$ cat config.mk
export PLATFORM = sky130hd
export DESIGN_NAME = arm_ctrl_mac
export DESIGN_NICKNAME = d
export VERILOG_FILES = /design/src/rtl/arm_ctrl_pkg.sv /design/src/rtl/arm_ctrl_mac_wdog.sv /design/src/rtl/arm_ctrl_mac.sv
export SDC_FILE = /design/constraint.sdc
export NUM_CORES = 1
export LEC_CHECK = 0
export CORE_ASPECT_RATIO = 1.1
export CORE_MARGIN = 4
export CORE_UTILIZATION = 51
export CTS_BUF_LIST = sky130_fd_sc_hd__clkbuf_4 sky130_fd_sc_hd__clkbuf_8 sky130_fd_sc_hd__clkbuf_16
export DETAILED_ROUTE_END_ITERATION = 10
export PLACE_DENSITY = 0.85
export SLEW_MARGIN = 20
export SYNTH_ARGS = -nofsm -noshare
export SYNTH_HDL_FRONTEND = slang
export SYNTH_SLANG_ARGS = --single-unit
$ cat constraint.sdc
create_clock -name clk_sys -period 4.1 [get_ports clk_sys]
set_clock_uncertainty 0.15 [all_clocks]
set_input_delay 0.82 -clock clk_sys [delete_from_list [all_inputs] [get_ports clk_sys]]
set_output_delay 0.82 -clock clk_sys [all_outputs]
set_load 0.01 [all_outputs]
$ cat src/rtl/arm_ctrl_pkg.sv
// Shared constants for the ARM control SPI transaction sequencer:
// FSM state encodings and command byte layout.
package arm_ctrl_pkg;

  localparam int ADDR_W     = 7;
  localparam int CMD_RW_BIT = 7;

  localparam logic [2:0] S_IDLE = 3'd0;
  localparam logic [2:0] S_LOAD = 3'd1;
  localparam logic [2:0] S_FIRE = 3'd2;
  localparam logic [2:0] S_WAIT = 3'd3;
  localparam logic [2:0] S_RESP = 3'd4;

endpackage

$ cat src/rtl/arm_ctrl_mac_wdog.sv
// Per-byte watchdog: cleared before each wait, counts wait cycles and flags
// expiry on the LIMIT-th cycle. Used only when ARM_CTRL_MAC_TIMEOUT_EN is set.
module arm_ctrl_mac_wdog #(
  parameter int LIMIT = 4096
) (
  input  logic clk_sys,
  input  logic rst_n,
  input  logic clr,
  input  logic en,
  output logic expire
);

  localparam int CW = $clog2(LIMIT) + 1;

  logic [CW-1:0] cnt_q, cnt_d;

  assign expire = en && (cnt_q == CW'(LIMIT - 1));

  always_comb begin
    cnt_d = cnt_q;
    if (clr)
      cnt_d = '0;
    else if (en && !expire)
      cnt_d = cnt_q + CW'(1);
  end

  always_ff @(posedge clk_sys or negedge rst_n) begin
    if (!rst_n)
      cnt_q <= '0;
    else
      cnt_q <= cnt_d;
  end

endmodule

$ cat src/rtl/arm_ctrl_mac.sv
// Register-access sequencer in front of the ARM control SPI byte PHY.
// Optional per-byte timeout enabled by defining ARM_CTRL_MAC_TIMEOUT_EN.
//
// state  | meaning
// S_IDLE | ready for a request
// S_LOAD | present next byte to PHY (set_vld)
// S_FIRE | start PHY transfer (fire_cspi), advance tx shifter
// S_WAIT | wait for done_cspi, collect MISO byte
// S_RESP | one-cycle response pulse
module arm_ctrl_mac
  import arm_ctrl_pkg::*;
#(
  parameter int DATA_BYTES  = 2,
  parameter int TIMEOUT_CYC = 4096
) (
  input  logic                    clk_sys,
  input  logic                    rst_n,
  input  logic                    req_vld,
  output logic                    req_rdy,
  input  logic                    req_wr,
  input  logic [ADDR_W-1:0]       req_addr,
  input  logic [8*DATA_BYTES-1:0] req_wdata,
  output logic                    rsp_vld,
  output logic [8*DATA_BYTES-1:0] rsp_rdata,
  output logic                    rsp_err,
  output logic                    busy,
  output logic [7:0]              set_data,
  output logic                    set_vld,
  output logic                    fire_cspi,
  input  logic                    done_cspi,
  input  logic [7:0]              get_q,
  input  logic                    get_vld
);

  localparam int TX_W = 8 * (DATA_BYTES + 1);
  localparam int RD_W = 8 * DATA_BYTES;

  logic [2:0]      state_q, state_d;
  logic [TX_W-1:0] tx_q, tx_d;
  logic [RD_W-1:0] rd_q, rd_d;
  logic [2:0]      idx_q, idx_d;
  logic            wr_q, wr_d;
  logic [7:0]      cmd_byte;
  logic            rdata_ok;

`ifdef ARM_CTRL_MAC_TIMEOUT_EN
  logic err_q, err_d;
  logic wd_expire;

  arm_ctrl_mac_wdog #(.LIMIT(TIMEOUT_CYC)) u_wdog (
    .clk_sys (clk_sys),
    .rst_n   (rst_n),
    .clr     (state_q == S_FIRE),
    .en      (state_q == S_WAIT),
    .expire  (wd_expire)
  );

  assign rsp_err  = (state_q == S_RESP) && err_q;
  assign rdata_ok = !wr_q && !err_q;
`else
  assign rsp_err  = 1'b0;
  assign rdata_ok = !wr_q;
`endif

  always_comb begin
    cmd_byte             = '0;
    cmd_byte[CMD_RW_BIT] = req_wr;
    cmd_byte[ADDR_W-1:0] = req_addr;
  end

  assign req_rdy   = (state_q == S_IDLE);
  assign busy      = !req_rdy;
  assign set_vld   = (state_q == S_LOAD);
  assign fire_cspi = (state_q == S_FIRE);
  assign rsp_vld   = (state_q == S_RESP);
  assign set_data  = set_vld ? tx_q[TX_W-1 -: 8] : 8'h00;
  assign rsp_rdata = (rsp_vld && rdata_ok) ? rd_q : '0;

  always_comb begin
    state_d = state_q;
    tx_d    = tx_q;
    rd_d    = rd_q;
    idx_d   = idx_q;
    wr_d    = wr_q;
`ifdef ARM_CTRL_MAC_TIMEOUT_EN
    err_d   = err_q;
`endif
    case (state_q)
      S_IDLE: begin
        if (req_vld) begin
          tx_d    = {cmd_byte, req_wdata};
          wr_d    = req_wr;
          idx_d   = '0;
          rd_d    = '0;
`ifdef ARM_CTRL_MAC_TIMEOUT_EN
          err_d   = 1'b0;
`endif
          state_d = S_LOAD;
        end
      end
      S_LOAD: state_d = S_FIRE;
      S_FIRE: begin
        tx_d    = tx_q << 8;
        state_d = S_WAIT;
      end
      S_WAIT: begin
        if (done_cspi) begin
          // byte 0 is the command byte; its MISO content is meaningless
          if (idx_q != 3'd0 && !wr_q && get_vld)
            rd_d = RD_W'({rd_q, get_q});
          idx_d   = idx_q + 3'd1;
          state_d = (idx_q == 3'(DATA_BYTES)) ? S_RESP : S_LOAD;
        end
`ifdef ARM_CTRL_MAC_TIMEOUT_EN
        else if (wd_expire) begin
          err_d   = 1'b1;
          state_d = S_RESP;
        end
`endif
      end
      S_RESP:  state_d = S_IDLE;
      default: state_d = S_IDLE;
    endcase
  end

  always_ff @(posedge clk_sys or negedge rst_n) begin
    if (!rst_n) begin
      state_q <= S_IDLE;
      tx_q    <= '0;
      rd_q    <= '0;
      idx_q   <= '0;
      wr_q    <= 1'b0;
`ifdef ARM_CTRL_MAC_TIMEOUT_EN
      err_q   <= 1'b0;
`endif
    end else begin
      state_q <= state_d;
      tx_q    <= tx_d;
      rd_q    <= rd_d;
      idx_q   <= idx_d;
      wr_q    <= wr_d;
`ifdef ARM_CTRL_MAC_TIMEOUT_EN
      err_q   <= err_d;
`endif
    end
  end

endmodule
# Word level (Yosys, flattened, before mapping)

Index checks and enable logic that the tools add are counted.

Add/subtract/negate cells: 1
Eq/ne operators: 8
Multiplexer cells: 15
Reduce and logical (&&, ||, !) cells: 14

Operators by type and width:

| kind                  | number |
|---|---|
| $mux W16              | 4 |
| $pmux W24 S2          | 1 |
| $pmux W16 S2          | 1 |
| $mux W24              | 1 |
| $mux W3               | 5 |
| $pmux W3 S4           | 1 |
| $eq A3 B2 Y1 const B  | 3 |
| $mux W8               | 1 |
| $ne A2 B2 Y1 const B  | 3 |
| $pmux W3 S2           | 1 |
| $reduce_and A2 Y1     | 3 |
| $reduce_and A4 Y1     | 1 |
| $reduce_bool A2 Y1    | 2 |
| $add A3 B1 Y3 const B | 1 |
| $eq A3 B1 Y1 const B  | 1 |
| $eq A3 B3 Y1 const B  | 1 |
| $logic_and A1 B1 Y1   | 3 |
| $logic_not A3 Y1      | 1 |
| $reduce_and A3 Y1     | 1 |
| $reduce_bool A3 Y1    | 1 |
| $logic_not A1 Y1      | 2 |

Bits in registers: 47
Input bits: 37
Logic and storage cells: 43

# Longest topological paths before layout

Gate-level depths: netlist of run 1.

Depth in word-level cells: 6
Mapped depth: 7

# Least setup slack after synthesis of run 1

No wires, ideal clock.

Kind: flip-flop to output port
Start point: register state_q[0]
End point: output rsp_rdata[10]
Data arrival time: 1.441 ns
Data required time: 3.130 ns
Slack: 1.689 ns
Cell stages (with the launch flop): 7
Path buffers: 2
Path through: dfrtp_1 buf_4 nor2_1 and2_1 and2b_1 clkbuf_1 and2_1

Longest elaborated chain between the ends: 3

Ends and longest elaborated chain:

| what                   | RTL line            | text |
|---|---|---|
| from (decl)            | arm_ctrl_mac.sv:38  | `logic [2:0] state_q, state_d;` |
| from (signal assigned) | arm_ctrl_mac.sv:137 | `state_q <= state_d;` |
| $eq A3 B3 Y1           | arm_ctrl_mac.sv:75  | `assign rsp_vld = (state_q == S_RESP);` |
| named net rsp_vld      | arm_ctrl_mac.sv:23  | `output logic rsp_vld,` |
| $logic_and A1 B1 Y1    | arm_ctrl_mac.sv:77  | `assign rsp_rdata = (rsp_vld && rdata_ok) ? rd_q : '0;` |
| $mux W16               | arm_ctrl_mac.sv:77  |  |
| to (decl)              | arm_ctrl_mac.sv:24  | `output logic [8*DATA_BYTES-1:0] rsp_rdata,` |

The timed path passes the listed nets, and every way through them passes these cells.

# Final worst setup path of run 1

Start point: register state_q[1]
End point: output fire_cspi

Longest elaborated chain between the ends: 1

Ends and longest elaborated chain:

| what         | RTL line           | text |
|---|---|---|
| $eq A3 B2 Y1 | arm_ctrl_mac.sv:74 | `assign fire_cspi = (state_q == S_FIRE);` |
| to (decl)    | arm_ctrl_mac.sv:29 | `output logic fire_cspi,` |

No other way between the ends.

==> results of run 1 <==
[registers in the layout, summed over array words and instances, names as in the netlist]
name / flops
state_q: 3
wr_q: 1
tx_q: 24
rd_q: 16
idx_q: 3
[how the worst max path moves through the flow]
stage / from / to / slack [ps] / cells after the start
final: state_q[1]$_DFFE_PN0P_ / fire_cspi / 550 / 3
after global routing: state_q[1]$_DFFE_PN0P_ / fire_cspi / 390 / 3
after CTS: state_q[1]$_DFFE_PN0P_ / fire_cspi / 560 / 3
after detailed placement: state_q[1]$_DFFE_PN0P_ / fire_cspi / 870 / 3
after global placement: state_q[1]$_DFFE_PN0P_ / fire_cspi / 920 / 3
after floorplan: state_q[0]$_DFFE_PN0P_ / rsp_rdata[10] / 1690 / 6
[metrics by stage]
stage / power [mW] / utilization
6_report: 1.649 / 0.6969
5_1_grt: 1.776 / 0.6969
4_1_cts: 1.663 / 0.6964
3_5_place_dp: 1.359 / 0.6721
3_3_place_gp: 1.335 / 0.6721
2_1_floorplan: 1.186 / -
[tightest hold or removal path, cell delays in order (launching register included)]
cell and delay, ps:
dfrtp_1 350, nand2_1 50, nand3_1 60
[cells by family after synthesis]
| logic type | Yosys count | share of synthesized area |
|---|---|---|
| and+or+nand+nor | 138 | 0.3217 |
| DFF | 47 | 0.5205 |
| AOI/OAI and AO/OA | 23 | 0.08527 |
| buffers and inverters | 20 | 0.05426 |
| adders and majority gates | 3 | 0.01661 |
| other | 1 | 0.001660 |
[layout make-up]
cell class,count,area [sq um],area share
sequential,47,1176,0.3938
clock inverter,1,7.507,0.002514
clock buffer,7,96.34,0.03226
tap,54,67.56,0.02262
inverter,4,15.01,0.005027
timing repair buffer,67,663.1,0.2220
multi-input combinational,165,960.9,0.3217
[power by group through the flow]
stage	sequential [mW]	clock (mW)	combinational, mW
finish	0.768	0.305	0.576
global route	0.795	0.327	0.655
CTS	0.768	0.310	0.585
detailed placement	0.776	0	0.583
global placement	0.769	0	0.566
floorplan	0.726	0	0.459
[layer usage]
metal  vias to the layer above  share of wire  global-route usage
li1                        901              -                   -
met1                       813           0.44              0.2355
met2                        58           0.48              0.2840
met3                         9          0.061             0.03368
met4                         0          0.018             0.06955
met5                         -              0                   0
[cell usage in the layout (no fill, tap or decap), drive strengths merged, types with 2 or more instances in the layout]
master	netlist	final
nand2	52	52
and2	25	25
dfrtp	47	47
clkbuf	5	7
nor2	4	4
clkdlybuf4s50	0	64
nand3b	3	3
ha	3	3
a22o	17	17
inv	4	4
nor3b	2	2
buf	11	3
o21ai	3	3
nand3	41	41
nor3	3	3
==> impl_metrics.tcl, run 1 <==
set metrics [dict create \
    n_antenna_cell 0 \
    synth_nets 272 \
    crit_type "flip-flop to output pin" \
    fp.coreArea_sq_um 4285 \
    row_count 25 \
    drtIter0Drc 64 \
    slew_viol_final 0 \
    switching_power_uw 586.8 \
    slowest_stage "or3b_1" \
    power_frac_comb 0.349 \
    vias_per_cell 5.162 \
    dp_cells 337 \
    async_reset_ff_frac 1.000 \
    ctsResizeCount 0 \
    synth_area_sq_um 2260 \
    wl_mm 4.606 \
    numCtsBuffers 5 \
    cts_hold_buf 0 \
    cp.required_ps 3130 \
    yosysTopAreaCellShare 0.5205 \
    post-route-drc-count 0 \
    worstHoldPathType "flip-flop to flip-flop" \
    r2r_slack_ps 2020 \
    holdWs_ps 341.1 \
    initial_core_util 0.5273 \
    fin_crit_sh 0.8649 \
    leakagePower_nw 1.383 \
    final_area_sq_um 2987 \
    firstDrtPassIters 6 \
    port_buffers 65 \
    maxCapViolations 0 \
    synth_ff_type "dfrtp_1" \
    switching_share 0.3557 \
    cts_tree "yes" \
    grt_usage 0.1773 \
    finalSetupViolCount 0 \
    tightest_slew_ps 805.2 \
    ys_seq_area_frac 0.5205 \
    die_h_microns 77.81 \
    cts.reportedPaths.clkPinSlew_ps 90 \
    nNetsFinal 330 \
    clockBufferDepth 2 \
    synth.distinct_cells 32 \
    peakVddDrop_mv 0.3124 \
    pwr-share-clk 0.185 \
    grt_pass1_vias 1766 \
    synth_seq_cells 47 \
    cts_setup_buffers 0 \
    crit_path_max_incr_delay_ps 740 \
    cts_root_buffer "clkbuf_8" \
    p_int_mw 1.063 \
    synth.largest_area_cell "dfrtp_1" \
    r2r_cells 4 \
    reg2reg_to "tx_q[23]$_DFFE_PN0P_" \
    finalCriticalPeriod_ps 3546 \
    nFillCells 336 \
    postPlaceCellArea_sq_um 2880 \
    power-per-cell-area_nw_per_um2 552.3 \
    place_congestion 0.7586 \
    status "completed" \
    drive_gt1_frac 0.06186 \
    min_from "tx_q[13]$_DFFE_PN0P_" \
    synthTopCellsByCount "nand2_1 (51), dfrtp_1 (47), nand3_1 (41), and2_1 (25), a22o_1 (17)" \
    die_width_microns 71.47 \
    cp_data_arrival_time_ps 2580 \
    rsz0062_at_grt "false" \
    synth-edff-count 0 \
    r2r-start "state_q[1]$_DFFE_PN0P_" \
    areaGrowthSynthToFinish_pct 32.17 \
    hold_viol 0 \
    synth_area_leaders "dfrtp_1 (52%), nand3_1 (9.1%), nand2_1 (8.5%)" \
    clock.fmax_mhz 282.0 \
    clk_latency_ps 300 \
    setup_tns_ps 0 \
    grt_pass1_wl_mm 7.969 \
    min_path_cells 2 \
    grt_max_degree 48 \
    gr-total-overflow 0 \
    startpoint_type "flip-flop" \
    hold_path_end "tx_q[21]$_DFFE_PN0P_" \
    seq_power_share 0.466 \
    syn_area_per_cell_sq_um 9.740 \
    ioPinCount 67 \
    final_cells 345 \
    crit_fanout 25 \
    hpwl_mm 3.322 \
    cp_num_buf_inv 2 \
    vias 1781 \
    synth_cells 232 \
    cp-end-kind "output pin" \
    max_slew_margin 0.4632 \
    worst_slack_ps 553.9 \
    antenna_found_initial 0 \
    synth_most_common_cell "nand2_1" \
    cpLargestDelayFamily "buffers and inverters" \
    pre_cts_slack_ps 874.1 \
    design.die.area_sq_um 5561 \
    synth_warnings 0 \
    htree_levels 2 \
    drt-wirelength-per-cell_microns 13.35 \
    crit_chain "or3b_1 > inv_2 > clkdlybuf4s50_1" \
    clock-sinks 47 \
    drtAntennaViolNets 0 \
]
Power figures use the tool's default switching activity.
==> run 2, diff against run 1 <==
--- a/config.mk
+++ b/config.mk
@@ -10,6 +10,7 @@
 export CORE_UTILIZATION = 51
 export CTS_BUF_LIST = sky130_fd_sc_hd__clkbuf_4 sky130_fd_sc_hd__clkbuf_8 sky130_fd_sc_hd__clkbuf_16
 export DETAILED_ROUTE_END_ITERATION = 10
+export MAX_ROUTING_LAYER = met4
 export PLACE_DENSITY = 0.85
 export SLEW_MARGIN = 20
 export SYNTH_ARGS = -nofsm -noshare
==> impl_metrics.tcl, run 2 (synthesized netlist as in run 1, its figures left out) <==
set metrics [dict create \
    grt_pass1_vias 1766 \
    clock.fmax_mhz 281.3 \
    startpoint_type "flip-flop" \
    switching_power_uw 587.1 \
    min_from "tx_q[13]$_DFFE_PN0P_" \
    power-per-cell-area_nw_per_um2 552.4 \
    slew_viol_final 0 \
    cts_root_buffer "clkbuf_8" \
    use_met2 0.2840 \
    finalSetupViolCount 0 \
    r2r-start "state_q[1]$_DFFE_PN0P_" \
    post-route-drc-count 0 \
    firstDrtPassIters 4 \
    gr-total-overflow 0 \
    reg_top3 "tx_q x24, rd_q x16" \
    crit_type "flip-flop to output pin" \
    tightest_slew_ps 812.3 \
    cts_tree "yes" \
    pre_cts_slack_ps 874.1 \
    place_congestion 0.7685 \
    drtAntennaViolNets 0 \
    vias_per_cell 5.220 \
    worst_slack_ps 545.6 \
    switching_share 0.3559 \
    max_slew_margin 0.4585 \
    numCtsBuffers 5 \
    cp-end-kind "output pin" \
    seq_power_share 0.466 \
    power_frac_comb 0.350 \
    crit_fanout 25 \
    grt_max_degree 48 \
    die_h_microns 77.81 \
    grt_usage 0.1821 \
    drt-wirelength-per-cell_microns 13.28 \
    min_path_cells 2 \
    cp.required_ps 3130 \
    cp_num_buf_inv 2 \
    clockBufferDepth 2 \
    cp_data_arrival_time_ps 2580 \
    hold_viol 0 \
    crit_chain "or3b_1 > inv_2 > clkdlybuf4s50_1" \
    grtUsageMet3 0.03109 \
    slowest_stage "or3b_1" \
    peakVddDrop_mv 0.3121 \
    design.die.area_sq_um 5561 \
    largest_reg_flops 24 \
    crit_path_max_incr_delay_ps 740 \
    maxCapViolations 0 \
    wl_mm 4.583 \
    htree_levels 2 \
    clock-sinks 47 \
    r2r_cells 4 \
    grt_pass1_wl_mm 7.969 \
    pwr-share-clk 0.185 \
    vias 1801 \
    p_int_mw 1.063 \
    leakagePower_nw 1.383 \
    worstHoldPathType "flip-flop to flip-flop" \
    nNetsFinal 330 \
    die_width_microns 71.47 \
    busiest_layer "met2" \
    areaGrowthSynthToFinish_pct 32.17 \
    rsz0062_at_grt "false" \
    reg2reg_to "tx_q[23]$_DFFE_PN0P_" \
    fin_crit_sh 0.8669 \
    ctsResizeCount 0 \
    finalCriticalPeriod_ps 3554 \
    final_common_cell "clkdlybuf4s50_1" \
    hold_path_end "tx_q[21]$_DFFE_PN0P_" \
    hpwl_mm 3.322 \
    status "completed" \
    final_cell_mix "clkdlybuf4s50_1 (64), nand2_1 (51), dfrtp_1 (47)" \
    initial_core_util 0.5273 \
    dp_cells 337 \
    clk_latency_ps 300 \
    r2r_slack_ps 2010 \
    setup_tns_ps 0 \
    cts_setup_buffers 0 \
    cts.reportedPaths.clkPinSlew_ps 90 \
    use_met1 0.2372 \
    regMostFlops "tx_q" \
    drive_gt1_frac 0.06186 \
    cpLargestDelayFamily "buffers and inverters" \
    row_count 25 \
    cts_hold_buf 0 \
    fp.coreArea_sq_um 4285 \
    drtIter0Drc 76 \
    ioPinCount 67 \
    n_antenna_cell 0 \
    final_cells 345 \
    port_buffers 65 \
    antenna_found_initial 0 \
]
run 2: cell counts in the layout (fill, tap and decap cells not counted):
No cell type changed its count.
run 2: cell type report:
cell class	count	area, sq um
clock buffers	7	96.34
clock inverters	1	7.507
fillers	336	1299
inverters	4	15.01
multi-input cells	165	960.9
flip-flops and latches	47	1176
well taps	54	67.56
repair buffers	67	663.1
run 2: tightest hold or removal path, delay by kind of cell (launching register included):
family           cells  cell delay (ps)
flip-flops           1              350
AND/OR/NAND/NOR      2              110
run 2: how the worst max path moves through the flow:
stage	startpoint	end	slack (ps)	cells past startpoint
after floorplan	state_q[0]$_DFFE_PN0P_	rsp_rdata[10]	1690	6
after global placement	state_q[1]$_DFFE_PN0P_	fire_cspi	920	3
after detailed placement	state_q[1]$_DFFE_PN0P_	fire_cspi	870	3
after CTS	state_q[1]$_DFFE_PN0P_	fire_cspi	560	3
after global routing	state_q[1]$_DFFE_PN0P_	fire_cspi	390	3
final	state_q[1]$_DFFE_PN0P_	fire_cspi	550	3
run 2: per-layer routing:
metal  vias to the layer above  wire length (microns)
li1                        901                      -
met1                       827                   1999
met2                        64                   2205
met3                         9                    296
met4                         0                     82
met5                         -                      0
run 2: metrics by stage:
stage | hold WS, ps | utilization | cell area (sq um) | power [mW]
after global placement | 305.0 | 0.6721 | 2880 | 1.335
final | 341.3 | 0.6969 | 2987 | 1.650
after CTS | 335.2 | 0.6964 | 2984 | 1.663
after global routing | 362.6 | 0.6969 | 2987 | 1.776
after floorplan | 298.6 | - | 2260 | 1.186
after detailed placement | 314.5 | 0.6721 | 2880 | 1.359
run 2: power groups by stage:
stage,combinational [mW],clock [mW],sequential (mW)
2_1_floorplan,0.459,0,0.726
3_3_place_gp,0.566,0,0.769
3_5_place_dp,0.583,0,0.776
4_1_cts,0.585,0.310,0.768
5_1_grt,0.655,0.327,0.795
6_report,0.577,0.305,0.768
==> run 3, diff against run 2 <==
--- a/config.mk
+++ b/config.mk
@@ -5,9 +5,10 @@
 export SDC_FILE = /design/constraint.sdc
 export NUM_CORES = 1
 export LEC_CHECK = 0
+export ABC_AREA = 1
 export CORE_ASPECT_RATIO = 1.1
 export CORE_MARGIN = 4
-export CORE_UTILIZATION = 51
+export CORE_UTILIZATION = 53
 export CTS_BUF_LIST = sky130_fd_sc_hd__clkbuf_4 sky130_fd_sc_hd__clkbuf_8 sky130_fd_sc_hd__clkbuf_16
 export DETAILED_ROUTE_END_ITERATION = 10
 export MAX_ROUTING_LAYER = met4
==> impl_metrics.tcl, run 3 <==
set metrics [dict create \
    vias_per_cell 4.820 \
    die_width_microns 75.49 \
    synth.largest_area_cell "dfrtp_1" \
    areaGrowthSynthToFinish_pct 26.25 \
    switching_share 0.4425 \
    synth_cells 336 \
    initial_core_util 0.5590 \
    power-per-cell-area_nw_per_um2 630.9 \
    synth_area_sq_um 2655 \
    numCtsBuffers 5 \
    reg_top3 "tx_q x24, rd_q x16" \
    finalCriticalPeriod_ps 3161 \
    synth_nets 376 \
    gr-total-overflow 0 \
    yosysTopAreaCellShare 0.4430 \
    seq_power_share 0.347 \
    max_slew_margin 0.6074 \
    tightest_slew_ps 588.9 \
    peakVddDrop_mv 0.4514 \
    maxCapViolations 0 \
    design.die.area_sq_um 6207 \
    clock-sinks 47 \
    crit_fanout 16 \
    largest_reg_flops 24 \
    synth_ff_type "dfrtp_1" \
    p_int_mw 1.179 \
    syn_area_per_cell_sq_um 7.902 \
    drt-wirelength-per-cell_microns 12.14 \
    cp-end-kind "output pin" \
    die_h_microns 82.23 \
    nNetsFinal 434 \
    grt_pass1_wl_mm 8.956 \
    vias 2174 \
    row_count 26 \
    cts_setup_buffers 0 \
    synth_most_common_cell "nand2_1" \
    cp.required_ps 3130 \
    cp_data_arrival_time_ps 2190 \
    synth_area_leaders "dfrtp_1 (44%), nand2_1 (13%), inv_1 (8.2%)" \
    setup_tns_ps 0 \
    power_frac_comb 0.519 \
    async_reset_ff_frac 1.000 \
    hpwl_mm 3.900 \
    worstHoldPathType "flip-flop to flip-flop" \
    cts.reportedPaths.clkPinSlew_ps 80 \
    grt_usage 0.1937 \
    post-route-drc-count 0 \
    fp.coreArea_sq_um 4750 \
    cts_hold_buf 0 \
    synth.distinct_cells 28 \
    fin_crit_sh 0.7710 \
    final_cell_mix "nand2_1 (91), clkdlybuf4s50_1 (64), inv_1 (58)" \
    cts_root_buffer "clkbuf_8" \
    place_congestion 0.8542 \
    final_common_cell "nand2_1" \
    ioPinCount 67 \
    leakagePower_nw 1.654 \
    synthTopCellsByCount "nand2_1 (91), inv_1 (58), dfrtp_1 (47), nor2_1 (44), o21ai_2 (20)" \
    antenna_found_initial 0 \
    clockBufferDepth 2 \
    n_antenna_cell 0 \
    pwr-share-clk 0.134 \
    startpoint_type "flip-flop" \
    htree_levels 2 \
    slew_viol_final 0 \
    crit_type "flip-flop to output pin" \
    port_buffers 65 \
    synth-edff-count 0 \
    synth_seq_cells 47 \
    drive_gt1_frac 0.1165 \
    synth_warnings 0 \
    regMostFlops "tx_q" \
    drtIter0Drc 156 \
    drtAntennaViolNets 0 \
    hold_viol 0 \
    ys_seq_area_frac 0.4430 \
    rsz0062_at_grt "false" \
    status "completed" \
    clock.fmax_mhz 316.4 \
    switching_power_uw 935.8 \
    grt_pass1_vias 2061 \
    firstDrtPassIters 4 \
    nFillCells 393 \
    clk_latency_ps 300 \
    holdWs_ps 338.7 \
    grt_max_degree 48 \
    wl_mm 5.473 \
    cts_tree "yes" \
    ctsResizeCount 0 \
    finalSetupViolCount 0 \
]
run 3: kinds of logic after synthesis:
group	synth area share
compound gates	0.1475
buf+inv	0.1296
fa+ha+maj	0.01414
xor+xnor	0.003299
other cells	0.001412
simple gates	0.2611
flops	0.4430
run 3: power by group through the flow:
stage / sequential, mW / clock [mW] / combinational, mW
floorplan: 0.714 / 0 / 0.922
global placement: 0.734 / 0 / 1.08
detailed placement: 0.744 / 0 / 1.10
CTS: 0.734 / 0.292 / 1.11
global route: 0.754 / 0.309 / 1.23
finish: 0.734 / 0.284 / 1.10
run 3: worst max-delay path, stage by stage (launching register included):
cell and delay [ps]:
dfrtp_1 450, inv_1 140, nor3_2 150, nand2_1 360, nor2_1 200, clkdlybuf4s50_1 600
run 3: area by class of cell:
type / count / area, sq um / area share
flip-flops and latches: 47 / 1176 / 0.3509
clock buffers: 7 / 83.83 / 0.02501
inverters: 61 / 234.0 / 0.06980
multi-input cells: 214 / 1135 / 0.3386
well taps: 56 / 70.07 / 0.02090
repair buffers: 65 / 648.1 / 0.1934
clock inverters: 1 / 5.005 / 0.001493
run 3: path summary, 6_finish.rpt:
path	startpoint	endpoint	slack, ps	cells after the start
worst min register to register	tx_q[13]$_DFFE_PN0P_	tx_q[13]$_DFFE_PN0P_	340	2
worst min-delay path	tx_q[13]$_DFFE_PN0P_	tx_q[13]$_DFFE_PN0P_	340	2
min in group asynchronous	rst_n	tx_q[5]$_DFFE_PN0P_	370	1
worst max register to register	state_q[0]$_DFFE_PN0P_	tx_q[20]$_DFFE_PN0P_	2120	7
worst max-delay path	state_q[2]$_DFFE_PN0P_	rsp_rdata[15]	940	5
max in group asynchronous	rst_n	rd_q[5]$_DFFE_PN0P_	3030	1
run 3: routing by layer:
metal / vias to the layer above / GRT usage / part of all wire
li1: 1122 / - / -
met1: 1002 / 0.2276 / 0.44
met2: 39 / 0.3212 / 0.49
met3: 11 / 0.04722 / 0.055
met4: 0 / 0.06993 / 0.022
met5: - / - / 0
run 3: stage by stage:
step / utilization / cells / total power, mW / setup slack, ps / area [sq um]
finish: 0.7057 / 451 / 2.115 / 939.0 / 3352
floorplan: - / 336 / 1.636 / 1717 / 2655
detailed placement: 0.6865 / 443 / 1.847 / 1278 / 3261
global placement: 0.6865 / 443 / 1.814 / 1321 / 3261
global route: 0.7057 / 451 / 2.293 / 733.6 / 3352
CTS: 0.7052 / 451 / 2.138 / 942.7 / 3349
